$ cat src/rtl/pri_enc_pkg.sv
// Shared constants and helpers for the sequential priority encoder.
// Latency: n/a (declarations only).
// Backpressure: n/a.
// Optional feature macro: ROUND_ROBIN_EN selects the rotating-priority build.
package pri_enc_pkg;

    localparam int N_DEF = 4;
    localparam int W_DEF = $clog2(N_DEF);

    localparam int PRI_FIXED = 0;
    localparam int PRI_RR    = 1;

`ifdef ROUND_ROBIN_EN
    localparam int PRI_MODE = PRI_RR;
`else
    localparam int PRI_MODE = PRI_FIXED;
`endif

    // Binary index of a one-hot vector (up to 32 lines). For an all-zero
    // input the result is 0.
    function automatic int unsigned onehot_to_idx(input logic [31:0] oh);
        int unsigned idx;
        idx = 0;
        for (int i = 0; i < 32; i++) begin
            if (oh[i]) idx = idx | unsigned'(i);
        end
        return idx;
    endfunction

endpackage

$ cat src/rtl/pri_sel.sv
// Combinational selector: picks the first set bit of cand searching start, start-1, ... (wrapping).
// Latency: purely combinational, zero cycles.
// Backpressure: none, no state.
// Ports: cand = candidate lines, start = highest-priority position,
//        any = some candidate set, idx = binary index of the winner.
module pri_sel
    import pri_enc_pkg::*;
#(
    parameter  int N = N_DEF,
    localparam int W = $clog2(N)
) (
    input  logic [N-1:0] cand,
    input  logic [W-1:0] start,
    output logic         any,
    output logic [W-1:0] idx
);

    logic [N-1:0] grant;
    logic [W-1:0] pos;

    // Walk from lowest to highest priority so the last hit (position start)
    // overrides everything before it. N is a power of two, so the W-bit
    // subtraction wraps modulo N for free.
    always_comb begin
        grant = '0;
        pos   = '0;
        for (int i = N - 1; i >= 0; i--) begin
            pos = start - W'(i);
            if (cand[pos]) begin
                grant      = '0;
                grant[pos] = 1'b1;
            end
        end
    end

    assign any = |cand;
    assign idx = W'(onehot_to_idx(32'(grant)));

endmodule

$ cat src/rtl/pri_enc_seq.sv
// Sequential priority encoder: latches request pulses, issues the winning index on a valid/ready port.
// Latency: req at cycle t -> pending at edge t+1 -> out_valid/out_code after edge t+2 when idle.
// Backpressure: with out_valid=1 and out_ready=0 the output holds; new requests accumulate in pending.
// Ports: clk, rst_n (sync, active low), req[N], out_valid/out_ready/out_code[W],
//        pending[N] (status), busy (pending non-empty or output valid).
// Optional feature macro: ROUND_ROBIN_EN (rotating priority via rr_ptr); default is fixed,
// highest index wins.
module pri_enc_seq
    import pri_enc_pkg::*;
#(
    parameter  int N = N_DEF,
    localparam int W = $clog2(N)
) (
    input  logic         clk,
    input  logic         rst_n,
    input  logic [N-1:0] req,
    output logic         out_valid,
    input  logic         out_ready,
    output logic [W-1:0] out_code,
    output logic [N-1:0] pending,
    output logic         busy
);

    logic         accept;
    logic         load_en;
    logic         sel_any;
    logic [W-1:0] sel_idx;
    logic [W-1:0] start;
    logic [N-1:0] acc_mask;
    logic [N-1:0] cand;
    logic [N-1:0] retire;

    assign accept  = out_valid & out_ready;
    // out_valid is the IDLE/HOLD state: load when empty or being drained.
    assign load_en = ~out_valid | accept;

    // A code being accepted this cycle must not be reissued on the same edge,
    // even if it was re-requested while in flight.
    always_comb begin
        acc_mask = '0;
        if (accept) acc_mask[out_code] = 1'b1;
    end

    assign cand = pending & ~acc_mask;

    // Pending bits retire when loaded into the output, not when accepted.
    always_comb begin
        retire = '0;
        if (load_en && sel_any) retire[sel_idx] = 1'b1;
    end

`ifdef ROUND_ROBIN_EN
    logic [W-1:0] rr_ptr;

    // Search begins just below the last issued code, so that code ends last.
    assign start = rr_ptr - W'(1);

    always_ff @(posedge clk) begin
        if (!rst_n) begin
            rr_ptr <= '0;
        end else if (load_en && sel_any) begin
            rr_ptr <= sel_idx;
        end
    end
`else
    assign start = W'(N - 1);
`endif

    pri_sel #(.N(N)) u_sel (
        .cand  (cand),
        .start (start),
        .any   (sel_any),
        .idx   (sel_idx)
    );

    always_ff @(posedge clk) begin
        if (!rst_n) begin
            pending   <= '0;
            out_valid <= 1'b0;
            out_code  <= '0;
        end else begin
            // Set wins over retire for the same bit.
            pending <= req | (pending & ~retire);
            if (load_en) begin
                if (sel_any) begin
                    out_valid <= 1'b1;
                    out_code  <= sel_idx;
                end else begin
                    out_valid <= 1'b0;
                end
            end
        end
    end

    assign busy = (|pending) | out_valid;

endmodule

$ cat config.mk
export PLATFORM = sky130hd
export DESIGN_NAME = pri_enc_seq
export DESIGN_NICKNAME = d
export VERILOG_FILES = /design/src/rtl/pri_enc_pkg.sv /design/src/rtl/pri_sel.sv /design/src/rtl/pri_enc_seq.sv
export SDC_FILE = /design/constraint.sdc
export NUM_CORES = 1
export LEC_CHECK = 0
export ABC_AREA = 0
export CORE_AREA = 5 5 42 44
export DETAILED_ROUTE_END_ITERATION = 8
export DIE_AREA = 0 0 47 49
export SYNTH_ARGS = -nofsm -noshare
export SYNTH_HDL_FRONTEND = slang
export SYNTH_SLANG_ARGS = --single-unit
export TNS_END_PERCENT = 30
$ cat constraint.sdc
create_clock -name clk -period 1.5 [get_ports clk]
set_clock_uncertainty 0.2 [all_clocks]
set_input_delay 0.3 -clock clk [delete_from_list [all_inputs] [get_ports clk]]
set_output_delay 0.3 -clock clk [all_outputs]
set_load 0.05 [all_outputs]
* After elaboration in Yosys (flattened, before gate mapping)
Index checks and enable logic that the tools add are counted.
** Storage, ports and cells
- Register bits after elaboration :: 7
- Bits of input ports :: 7
- Word-level logic and storage cells :: 36
** Operators by class
- $lt $le $gt $ge :: 4
- Mux-type cells :: 14
- Bitwise logic cells :: 9
- Reductions and logical operators :: 6
** Operators by type and width (count)
- $mux W4 :: 5
- $and A4 B4 Y4 :: 2
- $not A4 Y4 :: 2
- $reduce_or A4 Y1 :: 2
- $lt A2 B3 Y1 const B :: 2
- $mux W1 :: 5
- $demux W1 S2 :: 2
- $ge A2 B1 Y1 const B :: 2
- $mux W2 :: 2
- $or A4 B4 Y4 :: 1
- $logic_and A1 B1 Y1 :: 3
- $or A1 B1 Y1 :: 2
- $reduce_and A2 Y1 :: 1
- $and A1 B1 Y1 :: 1
- $not A1 Y1 :: 1

* Longest topological paths before layout
Gate-level depths: netlist of the first run.
- Depth after elaboration :: 22
- Gate-level depth with buffers :: 5
- Mapped depth without buffers :: 4

* Modules after synthesis
A second synthesis of the first run with hierarchy kept.
** Unflattened totals
- Cell total of the unflattened synthesis :: 68
- Area total of the unflattened synthesis :: 639.4 µm²
** By module, submodules not included
- pri_enc_seq :: instances 1, cells each 40, area each 339.1 µm², sequential area each 140.1 µm²
- pri_sel :: instances 1, cells each 28, area each 300.3 µm², sequential area each 0.0 µm²

* Least setup slack after synthesis of the first run
Ideal clock, no wire load.
- Path type :: reg2reg
- Start point :: register out_code[0]
- End point :: register out_code[0]
- Data arrival time :: 1675 ps
- Required time :: 1181 ps
- Path slack :: -494 ps
- Stages on the path, launching flop included :: 6
- Path buffers :: 1
- Period minus slack after synthesis :: 1994 ps
- Path through :: dfxtp_1 -> buf_6 -> mux2i_1 -> a311o_1 -> a22o_1 -> o221a_1
** On the way
- Word-level cells in the longest chain between the ends :: 13
** Ends and longest elaborated chain
- from (decl) :: line pri_enc_seq.sv:19 : output logic [W-1:0] out_code,
- from (signal assigned) :: line pri_enc_seq.sv:87 : out_code <= sel_idx;
- $lt A2 B3 Y1 (not written as such) or $ge A2 B1 Y1 (tied branches) :: line pri_enc_seq.sv:41 : if (accept) acc_mask[out_code] = 1'b1;
- $logic_and A1 B1 Y1 (not written as such) :: line pri_enc_seq.sv:41
- $mux W1 (not written as such) :: line pri_enc_seq.sv:41
- $demux W1 S2 * :: line pri_enc_seq.sv:41
- $mux W4 * :: line pri_enc_seq.sv:41
- $not A4 Y4 * :: line pri_enc_seq.sv:44 : assign cand = pending & ~acc_mask;
- $and A4 B4 Y4 * :: line pri_enc_seq.sv:44
- $mux W4 (3 in a row) :: line pri_sel.sv:29 : if (cand[pos]) begin
- $mux W1 :: line pri_enc_pkg.sv:25 : if (oh[i]) idx = idx | unsigned'(i);
- $mux W2 (2 in a row) :: line pri_enc_pkg.sv:25
Every way passes the cells marked *; elsewhere a longest branch is shown, timed or not.
A chain may end at the register's enable or synchronous reset.

* Worst setup path after layout of the first run
- Start point :: register pending[3]
- End point :: output port busy
** On the way
- Word-level cells in the longest chain between the ends :: 2
** Ends and longest elaborated chain
- from (decl) :: line pri_enc_seq.sv:20 : output logic [N-1:0] pending,
- from (signal assigned) :: line pri_enc_seq.sv:83 : pending <= req | (pending & ~retire);
- $reduce_or A4 Y1 :: line pri_enc_seq.sv:95 : assign busy = (|pending) | out_valid;
- $or A1 B1 Y1 :: line pri_enc_seq.sv:95
- to (decl) :: line pri_enc_seq.sv:21 : output logic busy
No other way between the ends.

==> results by group, run 1 <==
Outcome
  – Outcome: finished with violations
  – Failing checks: negative setup slack

Job
  – Max_cap viols: 0

Yosys
  – Number of synthesized flops with an enable pin: 0
  – Post-synth top cells: dfxtp_1 (7), nand2_1 (6), o21a_1 (5)
  – Asr flop ratio synth: 0%
  – Cell type with the largest total area after synthesis: dfxtp_1
  – Area contributors post-synth: dfxtp_1 (31%), o21a_1 (8.3%), buf_6 (7.5%), nand2_1 (5.0%), a21oi_1 (3.3%)
  – Post-synthesis cell type count: 28
  – Ys Warns: 0
  – Post-Synthesis Cell Area: 453 sq um
  – Register area share after synthesis: 30.9%
  – Predominant post-synthesis flop cell: dfxtp_1
  – Syn avg cell area: 8.71 sq um
  – Most common cell in the netlist: dfxtp_1
  – Mapped Cells: 52
  – Synth top area share: 30.9%
  – Syn Nets: 59
  – Synthesis-stage register bit count: 7

Detailed routing
  – Vias after detailed routing: 515
  – Initial DRC Count: 7
  – Post-route ant nets: 0
  – Vias per Instance: 5.15
  – DRC violations left: 0
  – Post-DR wirelength/cell: 13.2 um
  – Drt first pass iters: 4
  – Final wirelength: 1320 um

Floorplanning
  – Core Box Area: 1400 sq um
  – # IOs: 15
  – Initial Util: 32.3%
  – DIE AREA: 2300 sq um
  – Rows: 14
  – Die Height: 49 um
  – Die W: 47 um

Power and ir drop
  – Worst IR Drop VDD: 0.000494 V
  – Logic pwr share: 49.3%
  – Net Sw Power: 0.288 mW
  – Part of the power in registers: 29.4%
  – Clock Power Share: 21.3%
  – Power consumption: 0.816 mW
  – Power per cell area: 925 nW/um^2
  – P_leak: 0.374 nW
  – Internal power: 0.528 mW
  – Sw Ratio: 35.3%

Setup path
  – Startpoint Class: flip-flop
  – Reg-to-Reg Start: pending[1]
  – R2r setup slk: -0.08 ns
  – Worst path cell trace: nor2_1 -> buf_4 -> nand2_2 -> buf_8
  – Crit path capture type: output pin
  – R2R cell count: 5
  – Reg-to-Reg End: out_code[0]
  – Delay-heaviest family, CP: flip-flops
  – Worst path slowest cell: dfxtp_2
  – CP max FO: 4
  – CP required: 1.00 ns
  – Max incr delay on CP: 0.34 ns
  – CP bufs+invs: 2
  – Setup CP Type: flip-flop to output pin
  – CP arrival: 1.14 ns

Final layout
  – # diodes: 0
  – Design area: 882 sq um
  – # nets final: 92
  – Final Util: 62.9%
  – P&R area growth vs syn: 94.8%
  – Layout cells sized above 1: 52.4%

Worst hold path
  – Hold wc startpoint: req[0]
  – WHS Endpoint: pending[0]
  – Worst hold path depth: 2
  – HP Class: input port to flip-flop

Clock tree
  – CTS buffer count: 3
  – CTS Hold Bufs: 0
  – Worst-path clk slew: 0.05 ns
  – Clk_lat worst skew: 0.26 ns
  – Longest Clk Path Bufs: 2
  – Clock root buffer: clkbuf_4
  – CTS sink cnt: 7
  – CTS tree: yes
  – Htree depth: 1

Global route
  – First-pass GRT wire length: 2120 um
  – GRT overflow: 0
  – Largest net degree at the start of global routing: 10
  – Vias in the first global route: 484
  – Antenna violations before repair: 0
  – Tot GR Track Use: 13.0%

Timing
  – Final Max Slew Viols: 0
  – # setup viols final: 3
  – RSZ-0062 raised after global routing: true
  – Final Worst Setup Slack: -0.144 ns
  – Worst slew pin tran: 0.269 ns
  – Peak Freq: 608 MHz
  – Final Hold Viols: 0
  – Slew margin rel.: 82.0%
  – Minimum clock period: 1.64 ns
  – Crit share post-route: 110%
  – WHS: 0.437 ns

Place
  – Area after DPL: 788 sq um
  – Dpl hpwl: 941 um
  – PortBufs: 14
  – GP Congestion: 0.733
  – Dpl ws: -0.445 ns
-- flip-flops by register name (all words and copies together) (netlist names) --
register   cells
pending        4
out_valid      1
out_code       2
-- worst register-to-register path: stages (launching register included) --
cell and delay, ns:
dfxtp_2 0.32, buf_4 0.14, mux2_4 0.29, o211ai_4 0.21, nand2_1 0.08, o221a_1 0.24
-- repair_timing --
item	CTS	global route
gates resized for setup	7	5
pin swaps	3	2
setup endpoints to repair	7	7
buffers inserted	3	0
-- worst max-delay path by stage --
stage / from / end / slack [ns] / depth (start not counted)
finish: pending[3] / busy / -0.14 / 4
global route: pending[3] / busy / -0.20 / 4
CTS: pending[1] / busy / -0.16 / 4
detailed placement: out_ready / out_code[0] / -0.45 / 5
global placement: out_ready / pending[0] / -0.40 / 5
floorplan: out_code[0] / out_code[0] / -0.16 / 5
-- power by group through the flow --
| stage | logic, mW | clock network [mW] | registers, mW |
|---|---|---|---|
| after detailed placement | 0.355 | 0 | 0.242 |
| after global placement | 0.352 | 0 | 0.242 |
| after global routing | 0.428 | 0.196 | 0.243 |
| final | 0.402 | 0.174 | 0.240 |
| after floorplan | 0.140 | 0 | 0.293 |
| after CTS | 0.390 | 0.183 | 0.236 |
-- final cells by class --
| cell class | count | area, sq um |
|---|---|---|
| Clock buffer | 4 | 26.3 |
| Fill cell | 118 | 519 |
| Inverter | 1 | 3.75 |
| Multi-Input combinational cell | 40 | 315 |
| Sequential cell | 7 | 156 |
| Tap cell | 16 | 20.0 |
| Timing Repair Buffer | 32 | 360 |
-- through the flow --
step                      TNS (ns)  instances
after floorplan             -0.542         52
after global placement       -1.87         93
after detailed placement     -2.14         93
after CTS                   -0.278        100
after global routing        -0.508        100
final                       -0.290        100
-- cells by family (layout without fill, tap and decap cells) --
family / count (synthesis) / in the layout / synth area share [%]
compound gates: 20 / 20 / 34.0
buf+inv: 5 / 37 / 9.39
flops: 7 / 7 / 30.9
mux: 2 / 2 / 4.70
simple gates: 18 / 18 / 21.0
-- cell usage in the layout (no fill, tap or decap), types with 2 or more instances in the layout --
cell              n
clkbuf_4          3
buf_4            15
clkdlybuf4s50_1   5
nand2_1           5
o21a_1            5
buf_6             3
a21oi_1           3
buf_12            7
a21boi_0          2
dfxtp_2           4
nor2_1            2
nor2b_1           2
dfxtp_4           3
-- layer usage --
metal / vias up / track usage [%] / wire (um) / share of wire, %
met2: 17 / 16.5 / 602 / 46
li1: 256 / - / - / -
met4: 0 / 8.29 / 33 / 2.5
met3: 4 / 6.27 / 79 / 6.0
met1: 238 / 17.0 / 603 / 46
met5: - / 0 / 0 / 0
Note: power is estimated with default switching activity, not from simulation.
==> inputs of run 2 (changes only) <==
--- a/config.mk
+++ b/config.mk
@@ -6,9 +6,9 @@
 export NUM_CORES = 1
 export LEC_CHECK = 0
 export ABC_AREA = 0
-export CORE_AREA = 5 5 42 44
+export CORE_AREA = 2 2 39 41
 export DETAILED_ROUTE_END_ITERATION = 8
-export DIE_AREA = 0 0 47 49
+export DIE_AREA = 0 0 41 43
 export SYNTH_ARGS = -nofsm -noshare
 export SYNTH_HDL_FRONTEND = slang
 export SYNTH_SLANG_ARGS = --single-unit
==> results by group, run 2 (same netlist as run 1, synthesis figures left out) <==
Final layout
  – Multi-input gate area: 314 sq um
  – Sequential cell area: 156 sq um
  – Most frequent cells in the layout: buf_4 (14), buf_12 (7), nand2_1 (5), o21a_1 (5), clkdlybuf4s50_1 (5)
  – Design area: 851 sq um
  – # nets final: 89
  – P&R area growth vs syn: 87.8%
  – Layout cells sized above 1: 54.3%
  – Fillers: 116
  – Largest registers: pending x4, out_code x2, out_valid x1
  – # diodes: 0
  – Largest Register: pending
  – Largest register FFs: 4
  – Commonest non-fill, non-tap cell in the layout: buf_4

Setup path
  – CP required: 1.00 ns
  – Reg-to-Reg Start: out_code[0]
  – Reg-to-Reg End: out_code[0]
  – Crit path capture type: output pin
  – Setup CP Type: flip-flop to output pin
  – R2r setup slk: -0.09 ns
  – R2R cell count: 5
  – Startpoint Class: flip-flop
  – CP max FO: 3
  – CP arrival: 1.14 ns

Clock tree
  – Clock root buffer: clkbuf_4
  – Worst-path clk slew: 0.06 ns
  – Longest Clk Path Bufs: 2
  – Clk_lat worst skew: 0.25 ns
  – CTS sink cnt: 7
  – CTS buffer count: 3
  – Htree depth: 1
  – CTS tree: yes

Power and ir drop
  – Internal power: 0.513 mW
  – Sw Ratio: 35.6%
  – Net Sw Power: 0.283 mW
  – Part of the power in registers: 29.7%
  – P_leak: 0.362 nW
  – Clock Power Share: 21.8%
  – Worst IR Drop VDD: 0.000602 V
  – Power per cell area: 936 nW/um^2
  – Logic pwr share: 48.4%

Timing
  – RSZ-0062 raised after global routing: true
  – Peak Freq: 611 MHz
  – Setup_tns: -0.297 ns
  – Final Max Slew Viols: 0
  – Slew margin rel.: 82.7%
  – Minimum clock period: 1.64 ns
  – Worst slew pin tran: 0.258 ns
  – Crit share post-route: 109%
  – Final Hold Viols: 0
  – # setup viols final: 3
  – Final Worst Setup Slack: -0.135 ns

Floorplanning
  – Core Box Area: 1380 sq um
  – DIE AREA: 1760 sq um
  – Die Height: 43 um
  – Rows: 14
  – Initial Util: 32.7%
  – # IOs: 15
  – Die W: 41 um

Global route
  – First-pass GRT wire length: 2290 um
  – Largest net degree at the start of global routing: 8
  – Tot GR Track Use: 19.4%
  – Antenna violations before repair: 0
  – GRT overflow: 0
  – Vias in the first global route: 507

Worst hold path
  – Hold wc startpoint: out_code[0]
  – WHS Endpoint: out_code[0]
  – HP Class: flip-flop to flip-flop
  – Worst hold path depth: 1

Detailed routing
  – Vias after detailed routing: 508
  – Vias per Instance: 5.24
  – Initial DRC Count: 10
  – Post-DR wirelength/cell: 13.4 um
  – DRC violations left: 0
  – Post-route ant nets: 0
  – Drt first pass iters: 4
  – Final wirelength: 1300 um

Outcome
  – Outcome: finished with violations
  – Failing checks: negative setup slack

Place
  – PortBufs: 14
  – Dpl hpwl: 985 um
  – GP Congestion: 0.715
  – Area after DPL: 773 sq um

Job
  – Max_cap viols: 0
-- run 2: critical path: stages (launching register included) --
cell and delay [ns]:
dfxtp_2 0.33, or2_4 0.24, nor2_4 0.11, nand2_2 0.06, buf_8 0.15
-- run 2: cell type report --
cell class | instances | share of cell area [%]
Timing Repair Buffer | 29 | 38.8
Inverter | 1 | 0.441
Sequential cell | 7 | 18.4
Multi-Input combinational cell | 40 | 36.9
Clock buffer | 4 | 3.09
Tap cell | 16 | 2.35
-- run 2: timing repair --
| item | 4_1_cts | 5_1_grt |
|---|---|---|
| gates resized for setup | 8 | 4 |
| setup endpoints to repair | 6 | 5 |
| hold buffers | 0 | 0 |
| pin swaps | 1 | 2 |
| setup buffers | 0 | 2 |
-- run 2: power by group through the flow --
| stage | clock [mW] | combinational, mW | sequential, mW |
|---|---|---|---|
| after floorplan | 0 | 0.140 | 0.293 |
| after global routing | 0.194 | 0.409 | 0.240 |
| final | 0.174 | 0.386 | 0.237 |
| after global placement | 0 | 0.352 | 0.238 |
| after detailed placement | 0 | 0.357 | 0.238 |
| after CTS | 0.181 | 0.371 | 0.237 |
-- run 2: worst max path at each step --
| stage | start | end | slack [ns] | depth (start not counted) |
|---|---|---|---|---|
| finish | pending[0] | busy | -0.14 | 4 |
| global placement | out_ready | pending[0] | -0.41 | 5 |
| detailed placement | out_ready | pending[0] | -0.45 | 5 |
| CTS | pending[1] | busy | -0.13 | 4 |
| floorplan | out_code[0] | out_code[0] | -0.16 | 5 |
| global route | pending[0] | busy | -0.19 | 4 |
-- run 2: metrics by stage --
stage | util (%) | power, mW | setup WS (ns) | std cells | hold WS (ns)
finish | 61.5 | 0.797 | -0.135 | 97 | 0.403
global route | 61.5 | 0.842 | -0.191 | 97 | 0.425
CTS | 59.4 | 0.789 | -0.127 | 95 | 0.407
detailed placement | 55.9 | 0.595 | -0.452 | 91 | 0.392
global placement | 55.9 | 0.590 | -0.409 | 91 | 0.385
floorplan | - | 0.433 | -0.160 | 52 | 0.217
-- run 2: metal layers --
| layer | track usage [%] | share of wire, % | wire (um) |
|---|---|---|---|
| met5 | 0 | 0 | 0 |
| met2 | 28.7 | 54 | 700 |
| met1 | 25.0 | 43 | 554 |
| met3 | 3.14 | 2.5 | 32 |
| met4 | 12.0 | 0.54 | 7 |
==> inputs of run 3 (changes only) <==
--- a/config.mk
+++ b/config.mk
@@ -5,7 +5,6 @@
 export SDC_FILE = /design/constraint.sdc
 export NUM_CORES = 1
 export LEC_CHECK = 0
-export ABC_AREA = 0
 export CORE_AREA = 2 2 39 41
 export DETAILED_ROUTE_END_ITERATION = 8
 export DIE_AREA = 0 0 41 43
==> constraint.sdc (replaced) <==
create_clock -name clk -period 1.9 [get_ports clk]
set_clock_uncertainty 0.2 [all_clocks]
set_input_delay 0.38 -clock clk [delete_from_list [all_inputs] [get_ports clk]]
set_output_delay 0.38 -clock clk [all_outputs]
set_load 0.05 [all_outputs]
==> results by group, run 3 (same netlist as run 1, synthesis figures left out) <==
Clock tree
  – CTS tree: yes
  – CTS sink cnt: 7
  – CTS buffer count: 3
  – Worst-path clk slew: 0.05 ns
  – CTS Hold Bufs: 0
  – Clk_lat worst skew: 0.25 ns
  – Htree depth: 1
  – Clock root buffer: clkbuf_4
  – Longest Clk Path Bufs: 2

Global route
  – Antenna violations before repair: 0
  – Vias in the first global route: 422
  – Largest net degree at the start of global routing: 13
  – GRT overflow: 0
  – First-pass GRT wire length: 1760 um
  – Tot GR Track Use: 15.0%

Detailed routing
  – Post-route ant nets: 0
  – Drt first pass iters: 4
  – DRC violations left: 0
  – Initial DRC Count: 7
  – Post-DR wirelength/cell: 11.7 um
  – Final wirelength: 1050 um
  – Vias per Instance: 5.14
  – Vias after detailed routing: 463

Power and ir drop
  – Worst IR Drop VDD: 0.000338 V
  – Sw Ratio: 35.9%
  – Internal power: 0.350 mW
  – Net Sw Power: 0.196 mW
  – Power per cell area: 798 nW/um^2
  – Part of the power in registers: 35.1%
  – P_leak: 0.293 nW
  – Clock Power Share: 24.2%
  – Logic pwr share: 40.7%

Timing
  – RSZ-0062 raised after global routing: false
  – # setup viols final: 0
  – Final Max Slew Viols: 0
  – Minimum clock period: 1.85 ns
  – Worst slew pin tran: 0.346 ns
  – Peak Freq: 541 MHz
  – Final Hold Viols: 0
  – Slew margin rel.: 76.9%
  – Crit share post-route: 97.3%

Floorplanning
  – Initial Util: 32.7%
  – Die W: 41 um
  – # IOs: 15
  – DIE AREA: 1760 sq um
  – Die Height: 43 um
  – Core Box Area: 1380 sq um
  – Rows: 14

Setup path
  – CP arrival: 1.27 ns
  – Startpoint Class: flip-flop
  – Crit path capture type: output pin
  – Setup CP Type: flip-flop to output pin
  – CP required: 1.32 ns
  – CP max FO: 4

Final layout
  – Commonest non-fill, non-tap cell in the layout: buf_4
  – Fin cells: 90
  – Most frequent cells in the layout: buf_4 (13), nand2_1 (6), clkdlybuf4s50_1 (6)
  – # nets final: 82
  – Largest register FFs: 4
  – Largest Register: pending
  – Largest registers: pending x4, out_code x2, out_valid x1
  – # diodes: 0
  – Layout cells sized above 1: 36.5%
  – Final Util: 49.5%
  – P&R area growth vs syn: 51.1%

Place
  – Dpl cells: 86
  – PortBufs: 14
  – GP Congestion: 0.740
  – Dpl hpwl: 822 um

Job
  – Max_cap viols: 0

Worst hold path
  – HP Class: flip-flop to flip-flop

Outcome
  – Outcome: finished clean
[run 3: power by group through the flow]
stage	registers [mW]	logic [mW]	clock network, mW
after floorplan	0.228	0.102	0
after global placement	0.194	0.221	0
after detailed placement	0.193	0.221	0
after CTS	0.191	0.222	0.138
after global routing	0.194	0.238	0.146
final	0.192	0.223	0.132
[run 3: routing by layer]
layer  share of wire (%)  global-route usage, %  vias to the layer above
met5                   0                      0                        -
met4                 2.1                   12.0                        0
met3                 3.3                   1.57                        2
met2                  48                   20.6                        7
met1                  47                   19.9                      218
li1                    -                      -                      236
[run 3: timing repair]
| item | in CTS | in global routing |
|---|---|---|
| setup buffers | 0 | 0 |
| resized for setup | 0 | 1 |
| setup endpoints to repair | 0 | 1 |
| hold endpoints to repair | 0 | 0 |
[run 3: worst paths after layout]
kind	start	end	slack, ns	cells past startpoint
worst min register to register	pending[0]	pending[0]	0.43	2
worst min-delay path	pending[0]	pending[0]	0.43	2
worst max register to register	out_code[0]	pending[0]	0.18	4
worst max-delay path	pending[0]	busy	0.05	4
[run 3: layout make-up]
cell class	count	area, sq um
Inverter	1	3.75
Fill cell	127	699
Tap cell	16	20.0
Clock buffer	4	26.3
Sequential cell	7	144
Multi-Input combinational cell	40	273
Timing Repair Buffer	22	218
[run 3: worst max-delay path: stages (launching register included)]
cell	delay (ns)
dfxtp_1	0.33
or2_2	0.33
nor2_2	0.12
nand2_1	0.06
buf_4	0.19
[run 3: metrics by stage]
step | worst slack (ns) | total power, mW | TNS [ns] | area [sq um] | hold WS (ns)
floorplan | 0.0165 | 0.330 | 0 | 457 | 0.297
global placement | -0.161 | 0.415 | -0.303 | 656 | 0.411
detailed placement | -0.176 | 0.415 | -0.394 | 656 | 0.421
CTS | 0.00924 | 0.551 | 0 | 682 | 0.434
global route | 0.00509 | 0.578 | 0 | 684 | 0.457
finish | 0.0520 | 0.546 | 0 | 684 | 0.427
